[src/rtl/gorkans_input_pkg.sv]
// Shared constants for the gorkans input front-end.
// Scancodes, joystick/port bit positions and sequencer states.
package gorkans_input_pkg;

  localparam logic [7:0] SC_UP    = 8'h75;
  localparam logic [7:0] SC_DOWN  = 8'h72;
  localparam logic [7:0] SC_LEFT  = 8'h6B;
  localparam logic [7:0] SC_RIGHT = 8'h74;
  localparam logic [8:0] SC_SPACE = 9'h029;
  localparam logic [8:0] SC_LCTRL = 9'h014;
  localparam logic [8:0] SC_F1    = 9'h005;
  localparam logic [8:0] SC_F2    = 9'h006;

  localparam int JOY_R    = 0;
  localparam int JOY_L    = 1;
  localparam int JOY_D    = 2;
  localparam int JOY_U    = 3;
  localparam int JOY_FIRE = 4;
  localparam int JOY_S1   = 5;
  localparam int JOY_S2   = 6;

  localparam int KB_UP    = 0;
  localparam int KB_DOWN  = 1;
  localparam int KB_LEFT  = 2;
  localparam int KB_RIGHT = 3;
  localparam int KB_SPACE = 4;
  localparam int KB_LCTRL = 5;
  localparam int KB_S1    = 6;
  localparam int KB_S2    = 7;

  localparam int IN0_UP     = 0;
  localparam int IN0_LEFT   = 1;
  localparam int IN0_RIGHT  = 2;
  localparam int IN0_DOWN   = 3;
  localparam int IN0_COIN   = 5;
  localparam int IN1_FIRE   = 4;
  localparam int IN1_START1 = 5;
  localparam int IN1_START2 = 6;

  typedef enum logic [2:0] {
    SEQ_IDLE,
    SEQ_COIN,
    SEQ_GAP,
    SEQ_START,
    SEQ_RELEASE
  } seq_state_e;

endpackage

[src/rtl/gorkans_input_ctrl_coin_start_seq.sv]
// Frame-timed coin-then-start sequencer.
// One start request produces coin, gap, then the chosen start.
module coin_start_seq
  import gorkans_input_pkg::*;
#(
  parameter int COIN_FRAMES  = 4,
  parameter int GAP_FRAMES   = 8,
  parameter int START_FRAMES = 4
) (
  input  logic clk_sys,
  input  logic reset,
  input  logic req1,
  input  logic req2,
  input  logic vblank,
  output logic coin,
  output logic start1,
  output logic start2,
  output logic busy
);

  localparam logic [3:0] COIN_LAST  = 4'(COIN_FRAMES - 1);
  localparam logic [3:0] GAP_LAST   = 4'(GAP_FRAMES - 1);
  localparam logic [3:0] START_LAST = 4'(START_FRAMES - 1);

  seq_state_e state_q, state_d;
  logic [3:0] cnt_q, cnt_d;
  logic       sel_q, sel_d;
  logic       vblank_q;
  logic       req_q;
  logic       req;
  logic       tick;
  logic       req_rise;

  assign req      = req1 | req2;
  assign tick     = vblank & ~vblank_q;
  assign req_rise = req & ~req_q;

  always_ff @(posedge clk_sys) begin
    if (reset) begin
      state_q  <= SEQ_IDLE;
      cnt_q    <= 4'd0;
      sel_q    <= 1'b0;
      vblank_q <= vblank;
      req_q    <= req;
    end else begin
      state_q  <= state_d;
      cnt_q    <= cnt_d;
      sel_q    <= sel_d;
      vblank_q <= vblank;
      req_q    <= req;
    end
  end

  // sel_q: 0 selects player 1, 1 selects player 2
  always_comb begin
    state_d = state_q;
    cnt_d   = cnt_q;
    sel_d   = sel_q;
    unique case (state_q)
      SEQ_IDLE: begin
        if (req_rise) begin
          sel_d   = ~req1;
          cnt_d   = 4'd0;
          state_d = SEQ_COIN;
        end
      end
      SEQ_COIN: begin
        if (tick) begin
          cnt_d = cnt_q + 4'd1;
          if (cnt_q == COIN_LAST) begin
            cnt_d   = 4'd0;
            state_d = SEQ_GAP;
          end
        end
      end
      SEQ_GAP: begin
        if (tick) begin
          cnt_d = cnt_q + 4'd1;
          if (cnt_q == GAP_LAST) begin
            cnt_d   = 4'd0;
            state_d = SEQ_START;
          end
        end
      end
      SEQ_START: begin
        if (tick) begin
          cnt_d = cnt_q + 4'd1;
          if (cnt_q == START_LAST) begin
            cnt_d   = 4'd0;
            state_d = SEQ_RELEASE;
          end
        end
      end
      SEQ_RELEASE: begin
        if (!req1 && !req2) state_d = SEQ_IDLE;
      end
      default: state_d = SEQ_IDLE;
    endcase
  end

  always_comb begin
    coin   = (state_q == SEQ_COIN);
    start1 = (state_q == SEQ_START) && !sel_q;
    start2 = (state_q == SEQ_START) && sel_q;
    busy   = (state_q != SEQ_IDLE);
  end

endmodule

[src/rtl/gorkans_input_ctrl.sv]
// Keyboard/joystick front-end for the pacman in0/in1 ports.
// Define GORKANS_INPUT_SOCD_EN to neutralise opposing directions.
module gorkans_input_ctrl
  import gorkans_input_pkg::*;
#(
  parameter int COIN_FRAMES  = 4,
  parameter int GAP_FRAMES   = 8,
  parameter int START_FRAMES = 4
) (
  input  logic        clk_sys,
  input  logic        reset,
  input  logic [10:0] ps2_key,
  input  logic [15:0] joystick_0,
  input  logic [15:0] joystick_1,
  input  logic        rotate,
  input  logic        vblank,
  output logic [7:0]  in0,
  output logic [7:0]  in1,
  output logic        busy
);

  logic [7:0]  kb_q, kb_d;
  logic        toggle_q;
  logic [7:0]  in0_q, in0_d;
  logic [7:0]  in1_q, in1_d;
  logic        busy_q;
  logic [15:0] joy;
  logic        up, down, left, right;
  logic        fire, req1, req2;
  logic        coin, start1, start2, seq_busy;
  logic        unused_joy;

  assign joy        = joystick_0 | joystick_1;
  assign unused_joy = ^joy[15:7];

  always_ff @(posedge clk_sys) begin
    if (reset) begin
      kb_q     <= 8'd0;
      toggle_q <= ps2_key[10];
      in0_q    <= 8'hFF;
      in1_q    <= 8'hFF;
      busy_q   <= 1'b0;
    end else begin
      kb_q     <= kb_d;
      toggle_q <= ps2_key[10];
      in0_q    <= in0_d;
      in1_q    <= in1_d;
      busy_q   <= seq_busy;
    end
  end

  // arrows ignore the ext bit; other keys need an exact match
  always_comb begin
    kb_d = kb_q;
    if (ps2_key[10] != toggle_q) begin
      unique case (1'b1)
        ps2_key[7:0] == SC_UP:    kb_d[KB_UP]    = ps2_key[9];
        ps2_key[7:0] == SC_DOWN:  kb_d[KB_DOWN]  = ps2_key[9];
        ps2_key[7:0] == SC_LEFT:  kb_d[KB_LEFT]  = ps2_key[9];
        ps2_key[7:0] == SC_RIGHT: kb_d[KB_RIGHT] = ps2_key[9];
        ps2_key[8:0] == SC_SPACE: kb_d[KB_SPACE] = ps2_key[9];
        ps2_key[8:0] == SC_LCTRL: kb_d[KB_LCTRL] = ps2_key[9];
        ps2_key[8:0] == SC_F1:    kb_d[KB_S1]    = ps2_key[9];
        ps2_key[8:0] == SC_F2:    kb_d[KB_S2]    = ps2_key[9];
        default: ;
      endcase
    end
  end

  always_comb begin
    if (rotate) begin
      up    = kb_q[KB_LEFT]  | joy[JOY_L];
      down  = kb_q[KB_RIGHT] | joy[JOY_R];
      left  = kb_q[KB_DOWN]  | joy[JOY_D];
      right = kb_q[KB_UP]    | joy[JOY_U];
    end else begin
      up    = kb_q[KB_UP]    | joy[JOY_U];
      down  = kb_q[KB_DOWN]  | joy[JOY_D];
      left  = kb_q[KB_LEFT]  | joy[JOY_L];
      right = kb_q[KB_RIGHT] | joy[JOY_R];
    end
`ifdef GORKANS_INPUT_SOCD_EN
    if (up && down) begin
      up   = 1'b0;
      down = 1'b0;
    end
    if (left && right) begin
      left  = 1'b0;
      right = 1'b0;
    end
`endif
  end

  assign fire = kb_q[KB_SPACE] | kb_q[KB_LCTRL] | joy[JOY_FIRE];
  assign req1 = kb_q[KB_S1] | joy[JOY_S1];
  assign req2 = kb_q[KB_S2] | joy[JOY_S2];

  coin_start_seq #(
    .COIN_FRAMES  (COIN_FRAMES),
    .GAP_FRAMES   (GAP_FRAMES),
    .START_FRAMES (START_FRAMES)
  ) u_seq (
    .clk_sys (clk_sys),
    .reset   (reset),
    .req1    (req1),
    .req2    (req2),
    .vblank  (vblank),
    .coin    (coin),
    .start1  (start1),
    .start2  (start2),
    .busy    (seq_busy)
  );

  always_comb begin
    in0_d = 8'hFF;
    in1_d = 8'hFF;
    in0_d[IN0_UP]     = ~up;
    in0_d[IN0_LEFT]   = ~left;
    in0_d[IN0_RIGHT]  = ~right;
    in0_d[IN0_DOWN]   = ~down;
    in0_d[IN0_COIN]   = ~coin;
    in1_d[IN1_FIRE]   = ~fire;
    in1_d[IN1_START1] = ~start1;
    in1_d[IN1_START2] = ~start2;
  end

  assign in0  = in0_q;
  assign in1  = in1_q;
  assign busy = busy_q;

endmodule

[config.mk]
export PLATFORM = sky130hd
export DESIGN_NAME = gorkans_input_ctrl
export DESIGN_NICKNAME = d
export VERILOG_FILES = /design/src/rtl/gorkans_input_pkg.sv /design/src/rtl/gorkans_input_ctrl_coin_start_seq.sv /design/src/rtl/gorkans_input_ctrl.sv
export SDC_FILE = /design/constraint.sdc
export NUM_CORES = 1
export LEC_CHECK = 0
export BUFFER_PORTS_ARGS = -buffer_cell sky130_fd_sc_hd__buf_2
export CAP_MARGIN = 20
export CORE_AREA = 5 5 61 63
export CTS_CLUSTER_DIAMETER = 150
export DETAILED_ROUTE_END_ITERATION = 12
export DIE_AREA = 0 0 66 68
export PLACE_DENSITY = 0.77
export SETUP_SLACK_MARGIN = 0.4
export SLEW_MARGIN = 20
export SYNTH_ARGS = -nofsm -noshare
export SYNTH_HDL_FRONTEND = slang
export SYNTH_SLANG_ARGS = --single-unit
[constraint.sdc]
create_clock -name clk_sys -period 1.77 [get_ports clk_sys]
set_input_delay 0.177 -clock clk_sys [delete_from_list [all_inputs] [get_ports clk_sys]]
set_output_delay 0.177 -clock clk_sys [all_outputs]
set_load 0.02 [all_outputs]
Word level (Yosys, flattened, before mapping)
Index checks and enable logic that the tools add are counted.
{"block": "classes", "n_reduce_logical": 21, "bitwise_logic": 23, "muxes": 19, "n_eq_ne": 24, "addsub": 1}
{"operator": "== test 8 x 7 -> 1 bit (second input constant)", "n": 4}
{"operator": "two-way mux 3 bit", "n": 8}
{"operator": "two-way mux 4 bit", "n": 5}
{"operator": "== test 9 x 3 -> 1 bit (second input constant)", "n": 2}
{"operator": "inequality test 2 x 1 -> 1 bit (second input constant)", "n": 9}
{"operator": "AND reduction 2 bit", "n": 9}
{"operator": "one-hot mux 3 bit (5 select lines)", "n": 1}
{"operator": "one-hot mux 4 bit (3 select lines)", "n": 1}
{"operator": "inverter 1 bit", "n": 11}
{"operator": "== test 9 x 5 -> 1 bit (second input constant)", "n": 1}
{"operator": "== test 9 x 6 -> 1 bit (second input constant)", "n": 1}
{"operator": "OR 1 bit", "n": 9}
{"operator": "AND reduction 8 bit", "n": 1}
{"operator": "OR 7 bit", "n": 1}
{"operator": "== test 3 x 2 -> 1 bit (second input constant)", "n": 2}
{"operator": "nonzero test 3 bit", "n": 2}
{"operator": "adder 4 x 1 -> 4 bit (second input constant)", "n": 1}
{"operator": "== test 4 x 2 -> 1 bit (second input constant)", "n": 1}
{"operator": "== test 4 x 3 -> 1 bit (second input constant)", "n": 1}
{"operator": "two-way mux 1 bit", "n": 4}
{"operator": "AND reduction 4 bit", "n": 1}
{"operator": "== test 3 x 1 -> 1 bit (second input constant)", "n": 1}
{"operator": "== test 3 bit (second input constant)", "n": 1}
{"operator": "logical AND 1 bit", "n": 3}
{"operator": "other kinds (5)", "n": 8}
{"block": "totals", "out_inout_bits": 17, "wordCells": 107, "inputBits": 47, "ff_bits": 36}

Depth between registers and ports, before layout
Gate-level depths: netlist of the first run.
{"block": "depth", "depth_word": 6, "mapped_depth": 5, "mapped_depth_nobuf": 5}

Modules after synthesis
Synthesis of the first run repeated with hierarchy kept, for this count alone.
{"block": "unflattened", "cells_unflattened": 149, "area_unflattened_um2": 1410.1}
{"mod": "gorkans_input_ctrl", "area_per_inst_um2": 832.0, "instances": 1, "cells_each": 87, "seq_area_each_um2": 360.3}
{"mod": "coin_start_seq", "area_per_inst_um2": 578.1, "instances": 1, "cells_each": 62, "seq_area_each_um2": 200.2}

Worst setup path after synthesis of the first run
OpenSTA, ideal clock, no wires.
{"block": "synth_timing", "kind": "register -> register", "from": "register u_seq.cnt_q[0]", "to": "register u_seq.cnt_q[3]", "required_ns": 1.683, "path_stages_with_launch": 6, "arrival_time_ns": 1.399, "setup_ns": 0.087, "slack_ns": 0.284, "synth_period_minus_slack_ns": 1.486, "path_cell_list": "dfxtp_1 ha_1 and3b_1 o32ai_1 a22oi_1 o31ai_1"}
{"block": "synth_via", "elab_chain_cells": 4}
{"item": "start, declared", "line_no": "gorkans_input_ctrl_coin_start_seq.sv:26", "text": "logic [3:0] cnt_q, cnt_d;"}
{"item": "start signal, assigned", "line_no": "gorkans_input_ctrl_coin_start_seq.sv:47", "text": "cnt_q <= cnt_d;"}
{"item": "adder 4 x 1 -> 4 bit, or another cell as far along", "line_no": "gorkans_input_ctrl_coin_start_seq.sv:69, gorkans_input_ctrl_coin_start_seq.sv:78, gorkans_input_ctrl_coin_start_seq.sv:87"}
{"item": "two-way mux 4 bit (on tied branches)", "line_no": "gorkans_input_ctrl_coin_start_seq.sv:70, gorkans_input_ctrl_coin_start_seq.sv:88, gorkans_input_ctrl_coin_start_seq.sv:79"}
{"item": "two-way mux 4 bit (on tied branches)", "line_no": "gorkans_input_ctrl_coin_start_seq.sv:68, gorkans_input_ctrl_coin_start_seq.sv:77"}
{"item": "one-hot mux 4 bit (3 select lines) (*)", "line_no": "gorkans_input_ctrl_coin_start_seq.sv:59", "text": "unique case (state_q)"}
Every way passes the cells marked *; elsewhere a longest branch is shown, timed or not. The select of a mux whose other input is x is not followed.
A chain may end at the register's enable or synchronous reset.

Worst setup path in the final report of the first run
{"block": "layout_timing", "from": "register u_seq.state_q[0]", "to": "register u_seq.cnt_q[3]"}
{"block": "layout_via", "elab_chain_cells": 4}
{"item": "start, declared", "line_no": "gorkans_input_ctrl_coin_start_seq.sv:25", "text": "seq_state_e state_q, state_d;"}
{"item": "start signal, assigned", "line_no": "gorkans_input_ctrl_coin_start_seq.sv:46", "text": "state_q <= state_d;"}
{"item": "== test 3 x 1 -> 1 bit or == test 3 x 2 -> 1 bit (tied branches)", "line_no": "gorkans_input_ctrl_coin_start_seq.sv:59"}
{"item": "OR reduction 2 bit (no line)"}
{"item": "inequality test 2 x 1 -> 1 bit (no line) or nonzero test 3 bit (tied branches)"}
{"item": "AND reduction 4 bit (no line)"}
Several ways; a longest one is shown, not always the timed one.

==> flow_summary.toml, run 1 <==
[min_path]
hp-class = "in2reg"

[power_and_ir_drop]
leakagePower_uw = 0.0007389
peakVddDrop_v = 0.0003814
powerDensity_nw_per_um2 = 737.7

[yosys]
synthXorXnorAreaFrac_pct = 0.6399
synth-seq-cells = 28
synth_fa_ha_area_share_pct = 0.9141
yosys_warnings = 0
yosys.area_share.simple_pct = 25.59
yosysSeqAreaShare_pct = 40.95
synth_edf_count = 0
synth_compound_area_share_pct = 18.83
syn_avg_cell_area_sq_um = 8.831
muxShareOfSynthArea_pct = 5.119
netlist_top_cells_area = "dfxtp_1, mux2i_1, nand2_1"
synthCells = 155
synth_top_family_by_area = "simple AND/OR/NAND/NOR gates"
ys.flop_type = "dfxtp_1"
yosysTopAreaCell = "dfxtp_1"
postSynth.asyncResetShare_pct = 0
synth.cell_area_sq_um = 1369
yosys.area.top_type_share_pct = 40.95
yosysUniqueCellTypes = 39

[place]
place_ws_ps = 209.7
placed_cells = 236
post-dp-hpwl_mm = 2.316
place.port_buffers = 37
gp_congestion = 0.8552

[clocking]
clockBufferDepth = 2
clkTransAtPathRegs_ps = 150
clk_latency_ps = 320
clkSinkCount = 28
cts_root_buf = "clkbuf_4"
htreeDepth = 1
cts_tree = "yes"
numCtsBuffers = 3

[timing]
rsz0062_at_grt = "true"
finalSetupViolCount = 0
final.setup.worst_slack_ps = 293.6
setup_tns_ps = 0
hold_ws_ps = 95.10
maxSlewViolCount = 0
fmax_mhz = 677.3
fin_skew_ps = 1.987
hold_viol = 0
finalCritPeriodShare_pct = 83.41
period_minus_slack_ps = 1476

[drt]
drc = 0
routed_wl_mm = 3.206
drtAntennaViolNets = 0
wl_per_cell_um = 12.62
viasPerCell = 5.138
via_count = 1305
drt_iter0_drc = 61
dr.pass1.iters = 4

[setup_path]
start_kind = "register"
cp.arrival_ps = 1700
critical_path_class = "reg2reg"
required_ps = 1990
end_kind = "register"
cp_max_fo = 6

[floorplanning]
start_util_pct = 43.05
die_x_um = 66
placementRows = 21
pin_count = 64
dieHeight_um = 68
die-area_sq_um = 4488
coreArea_sq_um = 3179

[status]
status = "finished clean"

[final_layout]
drive_gt1_share_pct = 36.54
layout.nets = 257
syn2layout_area_growth_pct = 35.01
fillerInstances = 278
diodes = 0
fin_cells = 254
final_util_pct = 58.13

[global_routing]
first_global_vias = 1221
grt_antenna_before_repair = 0
grt_max_degree = 17
grt_remaining_overflow = 0
grt_pass1_wl_mm = 5.257
grt_usage_pct = 14.82

[run]
maxCapViolCount = 0
==> layout by cell type (no fill, tap or decap), types with 4 or more instances in the layout <==
master,n
nor3_1,8
a21oi_1,10
inv_1,8
or3_1,5
o31ai_1,5
nand2_1,17
dlygate4sd3_1,4
o21ai_0,5
buf_2,37
mux2i_1,7
dfxtp_1,21
buf_4,13
dfxtp_2,6
nand3_1,7
conb_1,8
==> sequential cells by signal (all words and copies together) (netlist names) <==
name	count
u_seq.cnt_q	4
busy	1
u_seq.req_q	1
toggle_q	1
u_seq.sel_q	1
kb_q	8
in1	3
in0	5
u_seq.vblank_q	1
u_seq.state_q	3
==> report_power, final <==
group          total (uW)  switching, uW  internal (uW)
combinational         286            158            128
sequential            666           11.0            655
clock                 411            183            229
==> cell type report <==
class	instances	area (sq um)	share of cell area (%)
multi-input combinational	114	813.3	44.01
timing repair buffer	54	322.8	17.47
tap	46	57.56	3.114
clock buffer	3	22.52	1.219
sequential	28	571.8	30.94
inverter	8	30.03	1.625
clock inverter	1	30.03	1.625
==> per-layer routing <==
layer | track usage (%) | routed length, um | up-vias
li1 | - | - | 655
met1 | 17.50 | 1388 | 608
met2 | 27.78 | 1607 | 36
met3 | 2.956 | 168 | 6
met4 | 3.046 | 42 | 0
met5 | 0 | 0 | -
==> through the flow <==
stage / total power, uW / area, sq um
5_1_grt: 1443 / 1848
6_report: 1363 / 1848
3_3_place_gp: 907.4 / 1610
3_5_place_dp: 909.3 / 1610
2_1_floorplan: 842.2 / 1420
4_1_cts: 1354 / 1768
==> Yosys cell counts, types with 2 or more instances <==
cell type	n
dfxtp_1	28
nand2_1	17
a21oi_1	10
nor3_1	10
buf_4	8
inv_1	8
mux2i_1	7
nand3_1	7
o21ai_0	5
o31ai_1	5
or3_1	5
clkbuf_1	4
nand2b_1	4
nor3b_1	4
nand3b_1	3
nor2_1	3
a211oi_1	2
nand4_1	2
nor4b_1	2
o211ai_1	2
==> cells by family after synthesis <==
kind of cell | count (synthesis)
and+or+nand+nor | 63
AOI/OAI and AO/OA | 34
DFF | 28
buffers and inverters | 20
muxes | 7
adders and majority gates | 1
other | 1
xor gates and xnor gates | 1
==> timing repair <==
item,in CTS,in global routing
setup endpoints to repair,14,11
gates resized for setup,11,6
hold buffers,2,2
pin swaps,9,8
hold endpoints to repair,2,1
setup buffers,5,5
==> worst max-delay path, cell delays in order, from the launching register on <==
cell and delay, ps:
dfxtp_4 380, or2_4 250, a2111o_1 450, a22oi_1 220, o31ai_1 80
==> final timing paths <==
path	from	to	slack, ps	cells past startpoint
worst max-delay path	u_seq.state_q[0]	u_seq.cnt_q[3]	290	4
worst min register to register	u_seq.sel_q	in1[6]	420	1
worst min-delay path	joystick_0[6]	u_seq.req_q	100	3
worst max register to register	u_seq.state_q[0]	u_seq.cnt_q[3]	290	4
(Power assumes the default switching activity.)
==> inputs of run 2 (changes only) <==
==> constraint.sdc (replaced) <==
create_clock -name clk_sys -period 1.4 [get_ports clk_sys]
set_input_delay 0.14 -clock clk_sys [delete_from_list [all_inputs] [get_ports clk_sys]]
set_output_delay 0.14 -clock clk_sys [all_outputs]
set_load 0.02 [all_outputs]
==> flow_summary.toml, run 2 (synthesized netlist as in run 1, its figures left out) <==
[place]
gp_congestion = 0.8765
post-dp-hpwl_mm = 2.677
placed_area_sq_um = 1798
place.port_buffers = 37
place_ws_ps = -126.4

[drt]
via_count = 1402
wl_met1_mm = 1.515
routed_wl_mm = 3.789
top_layer_used = "met4"
dr_wl_met2_mm = 1.938
drc = 0
viasPerCell = 5.212
dr.pass1.iters = 4
wl_per_cell_um = 14.09
drtAntennaViolNets = 0
wl_met3_um = 237
drt_iter0_drc = 53

[global_routing]
grt_usage_pct = 16.72
grt_antenna_before_repair = 0
grt_remaining_overflow = 0
first_global_vias = 1392
grt_max_degree = 17
grt_pass1_wl_mm = 5.871

[setup_path]
cp.arrival_ps = 1740
cp_max_fo = 4
end_kind = "register"
start_kind = "register"
required_ps = 1670
r2r_slack_ps = -60
critical_path_class = "reg2reg"

[final_layout]
regArea_sq_um = 576.8
drive_gt1_share_pct = 47.98
design_area_sq_um = 2092
syn2layout_area_growth_pct = 52.83
fillerInstances = 263
layout.nets = 272
largest_reg_flops = 8
layout_common_cells = "buf_4, buf_2, nand2_1, dfxtp_1, dfxtp_2"
regMostFlops = "kb_q"
multi_input_area_sq_um = 897.1
final_common_cell = "buf_4"
diodes = 0

[clocking]
htreeDepth = 1
numCtsBuffers = 3
clkSinkCount = 28
cts_tree = "yes"
clockBufferDepth = 2
clkTransAtPathRegs_ps = 160
clk_latency_ps = 330
cts_root_buf = "clkbuf_4"

[timing]
setup_tns_ps = -216.9
finalSetupViolCount = 5
maxSlewViolCount = 0
final.setup.worst_slack_ps = -63.61
fmax_mhz = 683.2
period_minus_slack_ps = 1464
fin_skew_ps = 1.764
finalCritPeriodShare_pct = 104.5
hold_viol = 0
rsz0062_at_grt = "true"

[floorplanning]
placementRows = 21
die-area_sq_um = 4488
pin_count = 64
die_x_um = 66
start_util_pct = 43.05
coreArea_sq_um = 3179
dieHeight_um = 68

[power_and_ir_drop]
leakagePower_uw = 0.0008559
peakVddDrop_v = 0.0005593
powerDensity_nw_per_um2 = 886.0

[status]
status = "finished, violations left"
violations = "setup timing"

[run]
maxCapViolCount = 0

[min_path]
hp-class = "in2reg"
==> run 2: cell count changes in the layout (fill, tap and decap cells not counted), sizes merged <==
cell    before  now
buf         50   64
clkbuf       3    4
==> run 2: per-layer routing <==
layer / vias up / track usage, %
li1: 692 / -
met2: 64 / 29.29
met5: - / 0
met1: 636 / 18.79
met4: 0 / 9.898
met3: 10 / 3.448
==> run 2: final cells by class <==
type | count | share of cell area (%)
multi-input combinational | 114 | 42.88
sequential | 28 | 27.57
timing repair buffer | 69 | 22.85
tap | 46 | 2.751
clock inverter | 1 | 1.435
inverter | 8 | 1.435
clock buffer | 3 | 1.077
==> run 2: path summary, 6_finish.rpt <==
check	from	to	depth (start not counted)
worst max-delay path	u_seq.cnt_q[1]	u_seq.cnt_q[0]	6
worst min-delay path	joystick_0[3]	in0[2]	3
worst max register to register	u_seq.cnt_q[1]	u_seq.cnt_q[0]	6
worst min register to register	u_seq.sel_q	in1[6]	1
==> run 2: repair_timing <==
item / CTS / global route
resized for setup: 14 / 29
cloned: 0 / 0
endpoints found under the setup margin: 19 / 29
pin swaps: 11 / 8
endpoints found under the hold margin: 3 / 0
setup buffers: 5 / 2
hold buffers: 4 / 0
==> run 2: metrics by stage <==
stage	power (uW)	util [%]	std cells	hold WS, ps
global route	1930	65.80	269	78.81
global placement	1210	56.55	254	269.4
CTS	1807	62.61	267	83.26
floorplan	1072	-	162	167.7
finish	1854	65.80	269	96.61
detailed placement	1216	56.55	254	271.0
==> run 2: where the power goes <==
part           switching (uW)  internal, uW  total (uW)
combinational             245           219         464
sequential               14.1           829         843
clock                     257           290         547
total                     516          1340        1850
==> run 2: critical path, cell delays in order (launching register included) <==
cell and delay (ps):
dfxtp_2 370, ha_4 170, and3b_1 200, o32ai_4 270, buf_6 160, o211ai_1 80, a21oi_1 160
==> inputs of run 3 (changes only) <==
--- a/config.mk
+++ b/config.mk
@@ -11,6 +11,7 @@
 export CTS_CLUSTER_DIAMETER = 150
 export DETAILED_ROUTE_END_ITERATION = 12
 export DIE_AREA = 0 0 66 68
+export HOLD_SLACK_MARGIN = 0.12
 export PLACE_DENSITY = 0.77
 export SETUP_SLACK_MARGIN = 0.4
 export SLEW_MARGIN = 20
==> flow_summary.toml, run 3 (synthesized netlist as in run 1, its figures left out) <==
[status]
violations = "setup timing"
status = "finished, violations left"

[drt]
viasPerCell = 5.259
drc = 0
via_count = 1462
dr.pass1.iters = 4
drt_iter0_drc = 54
wl_per_cell_um = 14.12
drtAntennaViolNets = 0
routed_wl_mm = 3.925

[setup_path]
cp.arrival_ps = 1770
start_kind = "register"
end_kind = "register"
critical_path_class = "reg2reg"
cp_max_fo = 4
required_ps = 1680

[power_and_ir_drop]
clock_power_share_pct = 29.1
leakagePower_uw = 0.0008901
switchingPower_uw = 516.3
pwr-share-seq_pct = 45.1
powerDensity_nw_per_um2 = 864.4
sw_frac_of_total_pct = 27.65
internal_power_uw = 1351
p_comb_share_pct = 25.8
peakVddDrop_v = 0.0004517

[final_layout]
syn2layout_area_growth_pct = 57.77
final_common_cell = "buf_4"
layout_common_cells = "buf_4, buf_2, dfxtp_1"
layout.nets = 281
diodes = 0
regMostFlops = "kb_q"
drive_gt1_share_pct = 45.69
largest_reg_flops = 8
design_area_sq_um = 2160

[global_routing]
first_global_vias = 1394
grt_antenna_before_repair = 0
grt_pass1_wl_mm = 5.968
grt_max_degree = 17
grt_usage_pct = 17.03
grt_remaining_overflow = 0

[timing]
fmax_mhz = 671.5
maxSlewViolCount = 0
rsz0062_at_grt = "true"
final.setup.worst_slack_ps = -89.26
hold_viol = 0
finalCritPeriodShare_pct = 106.4
setup_tns_ps = -288.6
period_minus_slack_ps = 1489
finalSetupViolCount = 6
fin_skew_ps = 6.810

[clocking]
numCtsBuffers = 3
clkTransAtPathRegs_ps = 160
cts_tree = "yes"
clk_latency_ps = 330
clkSinkCount = 28
cts_root_buf = "clkbuf_4"
clockBufferDepth = 2
htreeDepth = 1

[place]
gp_congestion = 0.8765
placed_area_sq_um = 1798
place.port_buffers = 37
post-dp-hpwl_mm = 2.677

[floorplanning]
placementRows = 21
die_x_um = 66
dieHeight_um = 68
start_util_pct = 43.05
pin_count = 64
coreArea_sq_um = 3179
die-area_sq_um = 4488

[min_path]
hp-class = "in2reg"

[run]
maxCapViolCount = 0
## run 3: cell types whose count changed in the layout (fill, tap and decap cells not counted), sizes merged
cell and delta:
buf +2, dlygate4sd3 +7
## run 3: power by group through the flow
stage	Sequential [uW]	Combinational, uW	Clock [uW]
6_report	841	482	544
3_5_place_dp	858	358	0
5_1_grt	844	515	587
2_1_floorplan	883	189	0
3_3_place_gp	857	353	0
4_1_cts	839	428	555
## run 3: path summary, 6_finish.rpt
check	from	cells after the start	slack [ps]	endpoint
max	u_seq.cnt_q[1]	6	-90	u_seq.cnt_q[0]
min	joystick_1[1]	4	140	in0[1]
max reg2reg	u_seq.cnt_q[1]	6	-90	u_seq.cnt_q[0]
min reg2reg	u_seq.sel_q	1	430	in1[6]
## run 3: stage by stage
step / std cells / worst slack, ps / hold WS, ps / power [uW] / utilization (%)
finish: 278 / -89.26 / 139.7 / 1867 / 67.93
global route: 278 / -164.5 / 135.1 / 1946 / 67.93
CTS: 274 / -79.90 / 127.3 / 1822 / 64.82
detailed placement: 254 / -126.4 / 271.0 / 1216 / 56.55
global placement: 254 / -91.69 / 269.4 / 1210 / 56.55
floorplan: 162 / 2.027 / 167.7 / 1072 / -
## run 3: routing by layer
layer / global-route usage, % / share of wire [%] / vias to the layer above
li1: - / - / 706
met1: 19.40 / 39 / 671
met2: 29.16 / 51 / 68
met3: 3.941 / 6.3 / 17
met4: 10.15 / 3.2 / 0
met5: 0 / 0 / -
## run 3: cell type report
class | instances | area (sq um)
Clock inverter | 1 | 30.03
Multi-Input combinational cell | 114 | 897.1
Inverter | 8 | 30.03
Fill cell | 248 | 1020
Timing Repair Buffer | 78 | 549.3
Sequential cell | 28 | 573.1
Clock buffer | 3 | 22.52
Tap cell | 46 | 57.56
## run 3: critical path: stages, from the launching register on
cell,delay [ps]
dfxtp_2,370
ha_4,170
and3b_1,210
o32ai_4,290
buf_6,160
o211ai_1,80
a21oi_1,160
## run 3: timing repair
item	4_1_cts	5_1_grt
endpoints found under the setup margin	19	28
setup buffers	5	4
pin swaps	11	10
hold endpoints to repair	10	0
hold buffers	11	0
gates resized for setup	14	22
